==> src/rtl/avalon_uart_dumper_pkg.sv <==
// Shared definitions for the Avalon-to-UART memory dumper: FSM states,
// UART frame geometry and the word address stride.
package avalon_uart_dumper_pkg;

    typedef enum logic [1:0] {
        ST_IDLE,
        ST_READ,
        ST_SEND,
        ST_DONE
    } dump_state_t;

    localparam int unsigned FRAME_BITS     = 10;
    localparam int unsigned BYTES_PER_WORD = 4;
    localparam int unsigned BIT_IDX_W      = $clog2(FRAME_BITS);
    localparam int unsigned BYTE_IDX_W     = $clog2(BYTES_PER_WORD);
    localparam logic [31:0] ADDR_INC       = 32'd4;

    // A zero divider would stall the bit timer, so it behaves as one.
    function automatic logic [15:0] eff_div(input logic [15:0] div);
        return (div == '0) ? 16'd1 : div;
    endfunction

endpackage

==> src/rtl/avalon_uart_dumper_uart_tx_core.sv <==
// 8N1 serializer; tx_ready rises in the last cycle of a stop bit so that a
// new byte can follow with no idle gap.
module uart_tx_core
    import avalon_uart_dumper_pkg::*;
(
    input  logic       clk,
    input  logic       rst,
    input  logic       tx_valid,
    input  logic [7:0] tx_data,
    input  logic [15:0] cfg_div,
    output logic       tx_ready,
    output logic       uart_txd
);

    logic                 busy_q, busy_d;
    logic [9:0]           sh_q, sh_d;
    logic [BIT_IDX_W-1:0] bit_q, bit_d;
    logic [15:0]          div_q, div_d;
    logic                 last_bit;

    assign last_bit = (bit_q == BIT_IDX_W'(FRAME_BITS - 1));
    assign tx_ready = !busy_q || ((div_q == '0) && last_bit);
    assign uart_txd = busy_q ? sh_q[0] : 1'b1;

    always_comb begin
        busy_d = busy_q;
        sh_d   = sh_q;
        bit_d  = bit_q;
        div_d  = div_q;
        if (busy_q) begin
            if (div_q != '0) begin
                div_d = div_q - 16'd1;
            end else if (!last_bit) begin
                sh_d  = {1'b1, sh_q[9:1]};
                bit_d = bit_q + BIT_IDX_W'(1);
                div_d = eff_div(cfg_div) - 16'd1;
            end else begin
                busy_d = 1'b0;
            end
        end
        if (tx_valid && tx_ready) begin
            busy_d = 1'b1;
            sh_d   = {1'b1, tx_data, 1'b0};
            bit_d  = '0;
            div_d  = eff_div(cfg_div) - 16'd1;
        end
    end

    always_ff @(posedge clk or posedge rst) begin
        if (rst) begin
            busy_q <= 1'b0;
            sh_q   <= '1;
            bit_q  <= '0;
            div_q  <= '0;
        end else begin
            busy_q <= busy_d;
            sh_q   <= sh_d;
            bit_q  <= bit_d;
            div_q  <= div_d;
        end
    end

endmodule

==> src/rtl/avalon_uart_dumper.sv <==
// Reads word_count 32-bit words over Avalon starting at base_address and
// streams each one LSB-first out of a UART.
module avalon_uart_dumper
    import avalon_uart_dumper_pkg::*;
#(
    parameter int CNT_W = 16
) (
    input  logic             clk,
    input  logic             rst,
    input  logic             start,
    input  logic [31:0]      base_address,
    input  logic [CNT_W-1:0] word_count,
    input  logic             abort,
    input  logic [15:0]      cfg_div,
    output logic             busy,
    output logic             done,
    output logic             aborted,
    output logic             avn_read,
    output logic [31:0]      avn_address,
    input  logic [31:0]      avn_readdata,
    input  logic             avn_waitrequest,
    output logic             uart_txd
);

    dump_state_t           state_q, state_d;
    logic [31:0]           addr_q, addr_d;
    logic [CNT_W-1:0]      cnt_q, cnt_d;
    logic [31:0]           word_q, word_d;
    logic [BYTE_IDX_W-1:0] byte_q, byte_d;
    logic                  abort_q, abort_d;
    logic                  aborted_q, aborted_d;
    logic                  tx_valid;
    logic [7:0]            tx_data;
    logic                  tx_ready;

    assign busy        = (state_q != ST_IDLE);
    assign done        = (state_q == ST_DONE);
    assign aborted     = done && aborted_q;
    assign avn_read    = (state_q == ST_READ);
    assign avn_address = addr_q;

    // byte_q is the index of the next byte to load; wrapping to 0 marks the
    // last byte of the word as in flight.
    always_comb begin
        state_d   = state_q;
        addr_d    = addr_q;
        cnt_d     = cnt_q;
        word_d    = word_q;
        byte_d    = byte_q;
        abort_d   = abort_q;
        aborted_d = aborted_q;
        tx_valid  = 1'b0;
        tx_data   = word_q[{byte_q, 3'b000} +: 8];
        case (state_q)
            ST_IDLE: begin
                abort_d   = 1'b0;
                aborted_d = 1'b0;
                if (start) begin
                    if (word_count != '0) begin
                        addr_d  = base_address;
                        cnt_d   = word_count;
                        state_d = ST_READ;
                    end else begin
                        state_d = ST_DONE;
                    end
                end
            end
            ST_READ: begin
                if (abort) abort_d = 1'b1;
                if (!avn_waitrequest) begin
                    if (abort || abort_q) begin
                        aborted_d = 1'b1;
                        state_d   = ST_DONE;
                    end else begin
                        word_d   = avn_readdata;
                        tx_valid = 1'b1;
                        tx_data  = avn_readdata[7:0];
                        byte_d   = BYTE_IDX_W'(1);
                        state_d  = ST_SEND;
                    end
                end
            end
            ST_SEND: begin
                if (abort) abort_d = 1'b1;
                if (tx_ready) begin
                    if (abort || abort_q) begin
                        aborted_d = 1'b1;
                        state_d   = ST_DONE;
                    end else if (byte_q != '0) begin
                        tx_valid = 1'b1;
                        byte_d   = byte_q + BYTE_IDX_W'(1);
                    end else if (cnt_q > CNT_W'(1)) begin
                        cnt_d   = cnt_q - CNT_W'(1);
                        addr_d  = addr_q + ADDR_INC;
                        state_d = ST_READ;
                    end else begin
                        state_d = ST_DONE;
                    end
                end
            end
            ST_DONE: state_d = ST_IDLE;
            default: state_d = ST_IDLE;
        endcase
    end

    always_ff @(posedge clk or posedge rst) begin
        if (rst) begin
            state_q   <= ST_IDLE;
            addr_q    <= '0;
            cnt_q     <= '0;
            word_q    <= '0;
            byte_q    <= '0;
            abort_q   <= 1'b0;
            aborted_q <= 1'b0;
        end else begin
            state_q   <= state_d;
            addr_q    <= addr_d;
            cnt_q     <= cnt_d;
            word_q    <= word_d;
            byte_q    <= byte_d;
            abort_q   <= abort_d;
            aborted_q <= aborted_d;
        end
    end

    uart_tx_core u_tx (
        .clk      (clk),
        .rst      (rst),
        .tx_valid (tx_valid),
        .tx_data  (tx_data),
        .cfg_div  (cfg_div),
        .tx_ready (tx_ready),
        .uart_txd (uart_txd)
    );

endmodule
==> config.mk <==
export PLATFORM = sky130hd
export DESIGN_NAME = avalon_uart_dumper
export DESIGN_NICKNAME = d
export VERILOG_FILES = /design/src/rtl/avalon_uart_dumper_pkg.sv /design/src/rtl/avalon_uart_dumper_uart_tx_core.sv /design/src/rtl/avalon_uart_dumper.sv
export SDC_FILE = /design/constraint.sdc
export NUM_CORES = 1
export LEC_CHECK = 0
export BUFFER_PORTS_ARGS = -buffer_cell sky130_fd_sc_hd__buf_2
export CORE_MARGIN = 2
export CORE_UTILIZATION = 40
export CTS_CLUSTER_SIZE = 24
export DETAILED_ROUTE_END_ITERATION = 10
export PLACE_DENSITY = 0.58
export SYNTH_ARGS = -nofsm -noshare
export SYNTH_HDL_FRONTEND = slang
export SYNTH_SLANG_ARGS = --single-unit
==> constraint.sdc <==
create_clock -name clk -period 5 [get_ports clk]
set_input_delay 0.25 -clock clk [delete_from_list [all_inputs] [get_ports clk]]
set_output_delay 0.25 -clock clk [all_outputs]
set_load 0.01 [all_outputs]
==> results of run 1 <==
-- area by class of cell --
class | count | share of cell area (%)
multi-input cells | 660 | 46.6
flip-flops and latches | 116 | 31.8
clock buffers | 18 | 4.69
well taps | 234 | 3.20
repair buffers | 165 | 10.0
inverters | 36 | 1.50
clock inverters | 14 | 2.20
-- how the worst max path moves through the flow --
stage                           startpoint                          end  slack [ns]  depth (start not counted)
floorplan                              rst          abort_q$_DFFE_PP0P_        1.69                          1
CTS                 state_q[0]$_DFFE_PP0P_  avn_address[27]$_DFFE_PP0P_        1.61                          9
global placement    state_q[0]$_DFFE_PP0P_  avn_address[27]$_DFFE_PP0P_        1.68                          9
detailed placement  state_q[0]$_DFFE_PP0P_  avn_address[27]$_DFFE_PP0P_        1.53                          9
global route        state_q[0]$_DFFE_PP0P_  avn_address[27]$_DFFE_PP0P_        1.21                          9
finish              state_q[0]$_DFFE_PP0P_  avn_address[27]$_DFFE_PP0P_        1.56                          9
-- power by group through the flow --
stage	Clock, mW	Combinational [mW]	Sequential, mW
2_1_floorplan	0	1.72	1.81
3_3_place_gp	0	2.32	1.94
3_5_place_dp	0	2.34	1.94
4_1_cts	1.34	2.36	1.94
5_1_grt	1.39	2.63	2.02
6_report	1.32	2.36	1.95
-- cells by family after synthesis --
logic type / after synthesis / share of synthesized area [%]
AOI/OAI and AO/OA: 229 / 22.1
DFF: 116 / 38.4
and+or+nand+nor: 374 / 24.8
buffers and inverters: 101 / 5.45
adders and majority gates: 13 / 2.15
xor gates and xnor gates: 10 / 1.16
muxes: 34 / 5.86
-- tightest hold or removal path, cell delays in order --
cell and delay, ns:
buf_2 0.07, nand2_1 0.04, nand2_1 0.04
-- state kept, by name, indices dropped and copies added, names as in the netlist --
register and flops:
u_tx.bit_q 4, u_tx.busy_q 1, byte_q 2, u_tx.div_q 16, u_tx.sh_q 9, cnt_q 16, state_q 2, avn_address 32
abort_q 1, word_q 32, aborted_q 1
-- cells in the final DEF (no fill, tap or decap), types with 6 or more instances in the layout --
| cell | instances |
|---|---|
| a211oi_1 | 13 |
| a21o_1 | 7 |
| a21oi_1 | 30 |
| a221oi_1 | 17 |
| a2bb2oi_1 | 12 |
| a31oi_1 | 16 |
| and2_1 | 14 |
| and3_1 | 7 |
| buf_2 | 137 |
| buf_4 | 19 |
| clkbuf_16 | 17 |
| dfrtp_1 | 107 |
| dfstp_2 | 9 |
| dlygate4sd3_1 | 9 |
| ha_1 | 12 |
| inv_1 | 33 |
| mux2i_1 | 23 |
| mux4_2 | 8 |
| nand2_1 | 133 |
| nand2b_1 | 7 |
| nand3_1 | 23 |
| nand4_1 | 17 |
| nor2_1 | 57 |
| nor3_1 | 26 |
| nor4_1 | 34 |
| o2111a_1 | 6 |
| o2111ai_1 | 7 |
| o21ai_0 | 26 |
| o22ai_1 | 15 |
| o2bb2ai_1 | 6 |
| o31ai_1 | 20 |
| or2_2 | 8 |
| or3_1 | 10 |
| or4_1 | 6 |
-- per-stage QoR --
stage	setup slack (ns)	cell area, um^2	std cells	utilization [%]	hold slack (ns)
2_1_floorplan	1.69	7580	877	-	0.355
4_1_cts	1.61	9160	1243	49.1	0.00178
3_5_place_dp	1.53	8440	1202	45.2	0.266
3_3_place_gp	1.68	8440	1202	45.2	0.262
5_1_grt	1.21	9160	1243	49.1	0.00389
6_report	1.56	9160	1243	49.1	0.0136
-- per-layer routing --
layer,up-vias,part of all wire [%]
li1,3560,-
met1,3496,48
met2,273,44
met3,28,6.5
met4,0,1.5
met5,-,0
-- cells in the mapped netlist (4+ instances only) --
cell type  instances  area share [%]
nand4_1           17             1.4
nor4_1            34             2.8
a21o_1             7            0.69
o2bb2ai_1          6            0.69
o2111ai_1          7            0.81
and4_1             5            0.58
a22oi_1            4            0.40
dfrtp_1          107              35
and2_1            14             1.2
a211oi_1          13             1.3
or2_2              8            0.66
a2bb2oi_1         12             1.4
xnor2_1            5            0.58
xor2_1             5            0.58
clkbuf_1          52             2.6
o211ai_1           4            0.40
nor3_1            27             1.8
and3_1             7            0.58
o32ai_1            4            0.46
a21oi_1           30             2.0
o31ai_1           20             2.0
ha_1              13             2.1
nor2_1            58             2.9
o22ai_1           15             1.2
a221o_1            4            0.53
or4_1              6            0.59
nor3b_1            4            0.40
nand3_1           23             1.5
dfstp_2            9             3.1
o2111a_1           6            0.89
a31oi_1           16             1.3
o21ai_0           26             1.7
or3_1             10            0.83
mux4_2             8             2.4
nand2_1          133             6.6
a41oi_1            5            0.58
buf_2              6            0.40
a221oi_1          17             2.0
inv_1             34             1.7
mux2i_1           23             3.0
nand2b_1           7            0.58
==> flow_summary.json, run 1 <==
{
  "outcome": "finished clean",
  "fin_crit_ns": 3.44,
  "wl_per_cell_um": 18.3,
  "ys_types": 74,
  "path_cells": "inv_1 > ha_2 > buf_4 > nor2b_1 > o22ai_1 > a21oi_1 > buf_4 > nand3_1 > a2111oi_0",
  "worstHoldPathCells": 3,
  "drt-pass1-iter-count": 5,
  "postRouteAntennaNets": 0,
  "dp_hpwl_mm": 15.4,
  "antenna_found_initial": 0,
  "antenna_cells": 0,
  "overflow": 0,
  "fp.dieW_um": 142,
  "register_area_um2": 2910,
  "multi_input_area_um2": 4260,
  "route.detailed.drc": 0,
  "grt_max_degree": 66,
  "htree_levels": 4,
  "top_usage_layer": "met1",
  "drv_slew": 0,
  "ctsRootBufferMaster": "clkbuf_16",
  "total_leakage_power_nw": 3.90,
  "cts_resized": 0,
  "grt_pass1_wl_mm": 36.7,
  "critPathSlowestCell": "nand3_1",
  "met2_usage_pct": 33.7,
  "synthArstFlopShare_pct": 100,
  "p_sw_share_pct": 41.9,
  "cts.clk_slew.worst_paths_ns": 0.06,
  "crit_type": "register to register",
  "drive_gt1_share_pct": 22.4,
  "syn_inst": 877,
  "fp.dieArea_um2": 20100,
  "cts_buffers": 17,
  "timing.critical_path.buf_inv": 3,
  "r2r.worst_path.cells": 9,
  "cpLargestDelayFamily": "simple AND/OR/NAND/NOR gates",
  "p_sw_mw": 2.36,
  "area_growth_pct": 20.8,
  "hold-path-endpoint": "word_q[20]$_DFFE_PP0P_",
  "cp_data_arrival_time_ns": 3.73,
  "vias_per_cell": 5.92,
  "row_count": 50,
  "synth_area_um2": 7580,
  "setup.worst_path.start_class": "register",
  "core_um2": 18600,
  "rr_startpoint": "state_q[0]$_DFFE_PP0P_",
  "timing.rr.end": "avn_address[27]$_DFFE_PP0P_",
  "p_comb_share_pct": 42.0,
  "crit_path_end_kind": "register",
  "gp_congestion": 0.816,
  "mappedNetlistNets": 991,
  "internal_power_mw": 3.27,
  "cpPeakStageDelay_ns": 0.83,
  "slew_headroom_pct": 20.4,
  "hp-class": "input port to register",
  "cts_setup_buffers": 0,
  "rsz0062_at_grt": "false",
  "drtIter0Drc": 589,
  "crit_required_ns": 5.29,
  "num_vias": 7357,
  "worst_pin_slew_ns": 1.19,
  "io_pins": 138,
  "nets": 1110,
  "fin_skew_ns": 0.0100,
  "max_freq_mhz": 291,
  "crit_fanout": 65,
  "hp-start": "avn_readdata[20]",
  "setup_tns_ns": 0,
  "clockBufferDepth": 2,
  "cts_tree": "yes",
  "fill_cells": 1821,
  "route.final.wire_length_mm": 22.7,
  "p_per_area_nw_per_um2": 615,
  "seqPwrFrac_pct": 34.6,
  "grt_pass1_vias": 6959,
  "holdBufCountCts": 9,
  "synth-edff-count": 0,
  "clock_latency_ns": 0.42,
  "start_util_pct": 40.7,
  "r2r_setup_slack_ns": 1.56,
  "cp_common_cell": "buf_4",
  "synth_seq_cells": 116,
  "io_buffers": 137,
  "clkPwrFrac_pct": 23.5,
  "synth_ff_type": "dfrtp_1",
  "die_height_um": 142,
  "use_met3_pct": 4.89,
  "post_synth.cell_area_avg_um2": 8.64,
  "finalHoldViolations": 0,
  "track_usage_pct": 23.0,
  "max-vdd-ir-drop_mv": 0.310,
  "maxCapViolations": 0,
  "cts.sinks": 116,
  "ys_seq_area_share_pct": 38.4,
  "period_share_pct": 68.8,
  "grt_use_met1_pct": 33.8,
  "yosysWarnings": 0,
  "setup_viol": 0,
  "power.total_mw": 5.63
}
Note: power is estimated with default switching activity, not from simulation.
==> run 2, diff against run 1 <==
==> constraint.sdc (replaced) <==
create_clock -name clk -period 3.4 [get_ports clk]
set_input_delay 0.17 -clock clk [delete_from_list [all_inputs] [get_ports clk]]
set_output_delay 0.17 -clock clk [all_outputs]
set_load 0.01 [all_outputs]
==> flow_summary.json, run 2 (synthesis gave the netlist of run 1 again) <==
{
  "outcome": "complete, but fails checks",
  "violations": "hold timing",
  "area_growth_pct": 25.2,
  "wl_per_cell_um": 17.7,
  "worst_pin_slew_ns": 0.970,
  "drv_slew": 0,
  "final_cell_area_um2": 9490,
  "route.detailed.drc": 0,
  "cts.clk_slew.worst_paths_ns": 0.06,
  "total_leakage_power_nw": 4.06,
  "fill_cells": 1792,
  "start_util_pct": 40.7,
  "dp_hpwl_mm": 15.5,
  "num_vias": 7411,
  "layout_common_cells": "buf_2, nand2_1, dfrtp_1",
  "place_area_um2": 8590,
  "grt_pass1_wl_mm": 37.7,
  "finalHoldViolations": 11,
  "grt_max_degree": 77,
  "route.final.wire_length_mm": 22.8,
  "fp.dieArea_um2": 20100,
  "slew_headroom_pct": 35.3,
  "rsz0062_at_grt": "false",
  "grt_pass1_vias": 7159,
  "nets": 1151,
  "crit_path_end_kind": "register",
  "ctsRootBufferMaster": "clkbuf_16",
  "htree_levels": 4,
  "postRouteAntennaNets": 0,
  "fin_skew_ns": 0.00789,
  "path_cells": "or4_4 > or4_4 > o21a_1 > buf_4 > o31a_1 > a221o_1",
  "die_height_um": 142,
  "period_share_pct": 85.6,
  "clock_latency_ns": 0.41,
  "core_um2": 18600,
  "crit_required_ns": 3.69,
  "cts_buffers": 17,
  "row_count": 50,
  "setup.worst_path.start_class": "register",
  "antenna_found_initial": 0,
  "cp_data_arrival_time_ns": 3.20,
  "final_common_cell": "buf_2",
  "vias_per_cell": 5.77,
  "crit_type": "register to register",
  "drive_gt1_share_pct": 23.2,
  "clockBufferDepth": 2,
  "drt-pass1-iter-count": 5,
  "drtIter0Drc": 527,
  "critPathSlowestCell": "or4_4",
  "antenna_cells": 0,
  "cpPeakStageDelay_ns": 0.60,
  "io_buffers": 137,
  "max-vdd-ir-drop_mv": 0.530,
  "timing.critical_path.buf_inv": 1,
  "cpLargestDelayFamily": "simple AND/OR/NAND/NOR gates",
  "maxCapViolations": 0,
  "crit_fanout": 17,
  "fin_crit_ns": 2.91,
  "cp_common_cell": "or4_4",
  "hp-class": "input port to async pin",
  "cts.sinks": 116,
  "hold-worst-slack_ns": -0.0182,
  "gp_congestion": 0.859,
  "overflow": 0,
  "setup_tns_ns": 0,
  "track_usage_pct": 23.3,
  "p_per_area_nw_per_um2": 866,
  "cts_tree": "yes",
  "fp.dieW_um": 142,
  "setup_viol": 0,
  "io_pins": 138,
  "cts_setup_buffers": 0,
  "max_freq_mhz": 344
}
## run 2: cell count changes in the layout (fill, tap and decap cells not counted), sizes merged
cell and delta:
inv +3, dlygate4sd3 +24, buf +17, clkbuf -1
bufinv -3, clkinv +1
## run 2: through the flow
stage                     instances  utilization, %  power (mW)  worst slack [ns]
after global placement         1219            46.1        6.37             0.566
final                          1284            50.9        8.22             0.490
after CTS                      1284            50.9        8.23             0.457
after floorplan                 877               -        5.19             0.172
after detailed placement       1219            46.1        6.41             0.465
after global routing           1284            50.9        8.83             0.209
## run 2: worst reg2reg max path, stage by stage (launching register included)
cell	delay, ns
dfrtp_1	0.41
or4_4	0.55
or4_4	0.60
o21a_1	0.38
buf_4	0.28
o31a_1	0.30
a221o_1	0.27
## run 2: area by class of cell
| cell class | count | area (um^2) | share of cell area [%] |
|---|---|---|---|
| tap | 234 | 293 | 3.09 |
| clock inverter | 15 | 145 | 1.53 |
| inverter | 36 | 138 | 1.45 |
| clock buffer | 17 | 425 | 4.48 |
| multi-input combinational | 660 | 4260 | 44.9 |
| timing repair buffer | 206 | 1310 | 13.8 |
| sequential | 116 | 2910 | 30.7 |
## run 2: final timing paths
| check | start | to | slack [ns] | cells past startpoint |
|---|---|---|---|---|
| max in group asynchronous | rst | avn_address[23]$_DFFE_PP0P_ | 2.66 | 3 |
| min in group clk | avn_readdata[7] | word_q[7]$_DFFE_PP0P_ | 0.02 | 3 |
| worst max register to register | u_tx.div_q[10]$_DFFE_PP0P_ | cnt_q[5]$_DFFE_PP0P_ | 0.49 | 6 |
| worst min register to register | word_q[15]$_DFFE_PP0P_ | word_q[15]$_DFFE_PP0P_ | 0.47 | 2 |
| worst max-delay path | u_tx.div_q[10]$_DFFE_PP0P_ | cnt_q[5]$_DFFE_PP0P_ | 0.49 | 6 |
| worst min-delay path | rst | word_q[0]$_DFFE_PP0P_ | -0.02 | 2 |
## run 2: power by group
part / leakage (nW) / total (mW) / switching, mW / internal, mW
combinational: 2.43 / 3.62 / 2.02 / 1.60
sequential: 1.35 / 2.84 / 0.745 / 2.10
clock: 0.277 / 1.76 / 0.734 / 1.02
## run 2: what timing repair did
action                    CTS  global route
resized for setup           0             0
hold endpoints to repair   33             0
hold buffers               33             0
## run 2: layer usage
| metal | GRT usage (%) | share of wire (%) | routed length, um | vias up |
|---|---|---|---|---|
| met5 | 0 | 0 | 0 | - |
| met4 | 7.11 | 1.6 | 363 | 0 |
| met3 | 4.05 | 5.7 | 1310 | 26 |
| met2 | 34.9 | 44 | 10000 | 245 |
| met1 | 34.4 | 49 | 11100 | 3517 |
| li1 | - | - | - | 3623 |
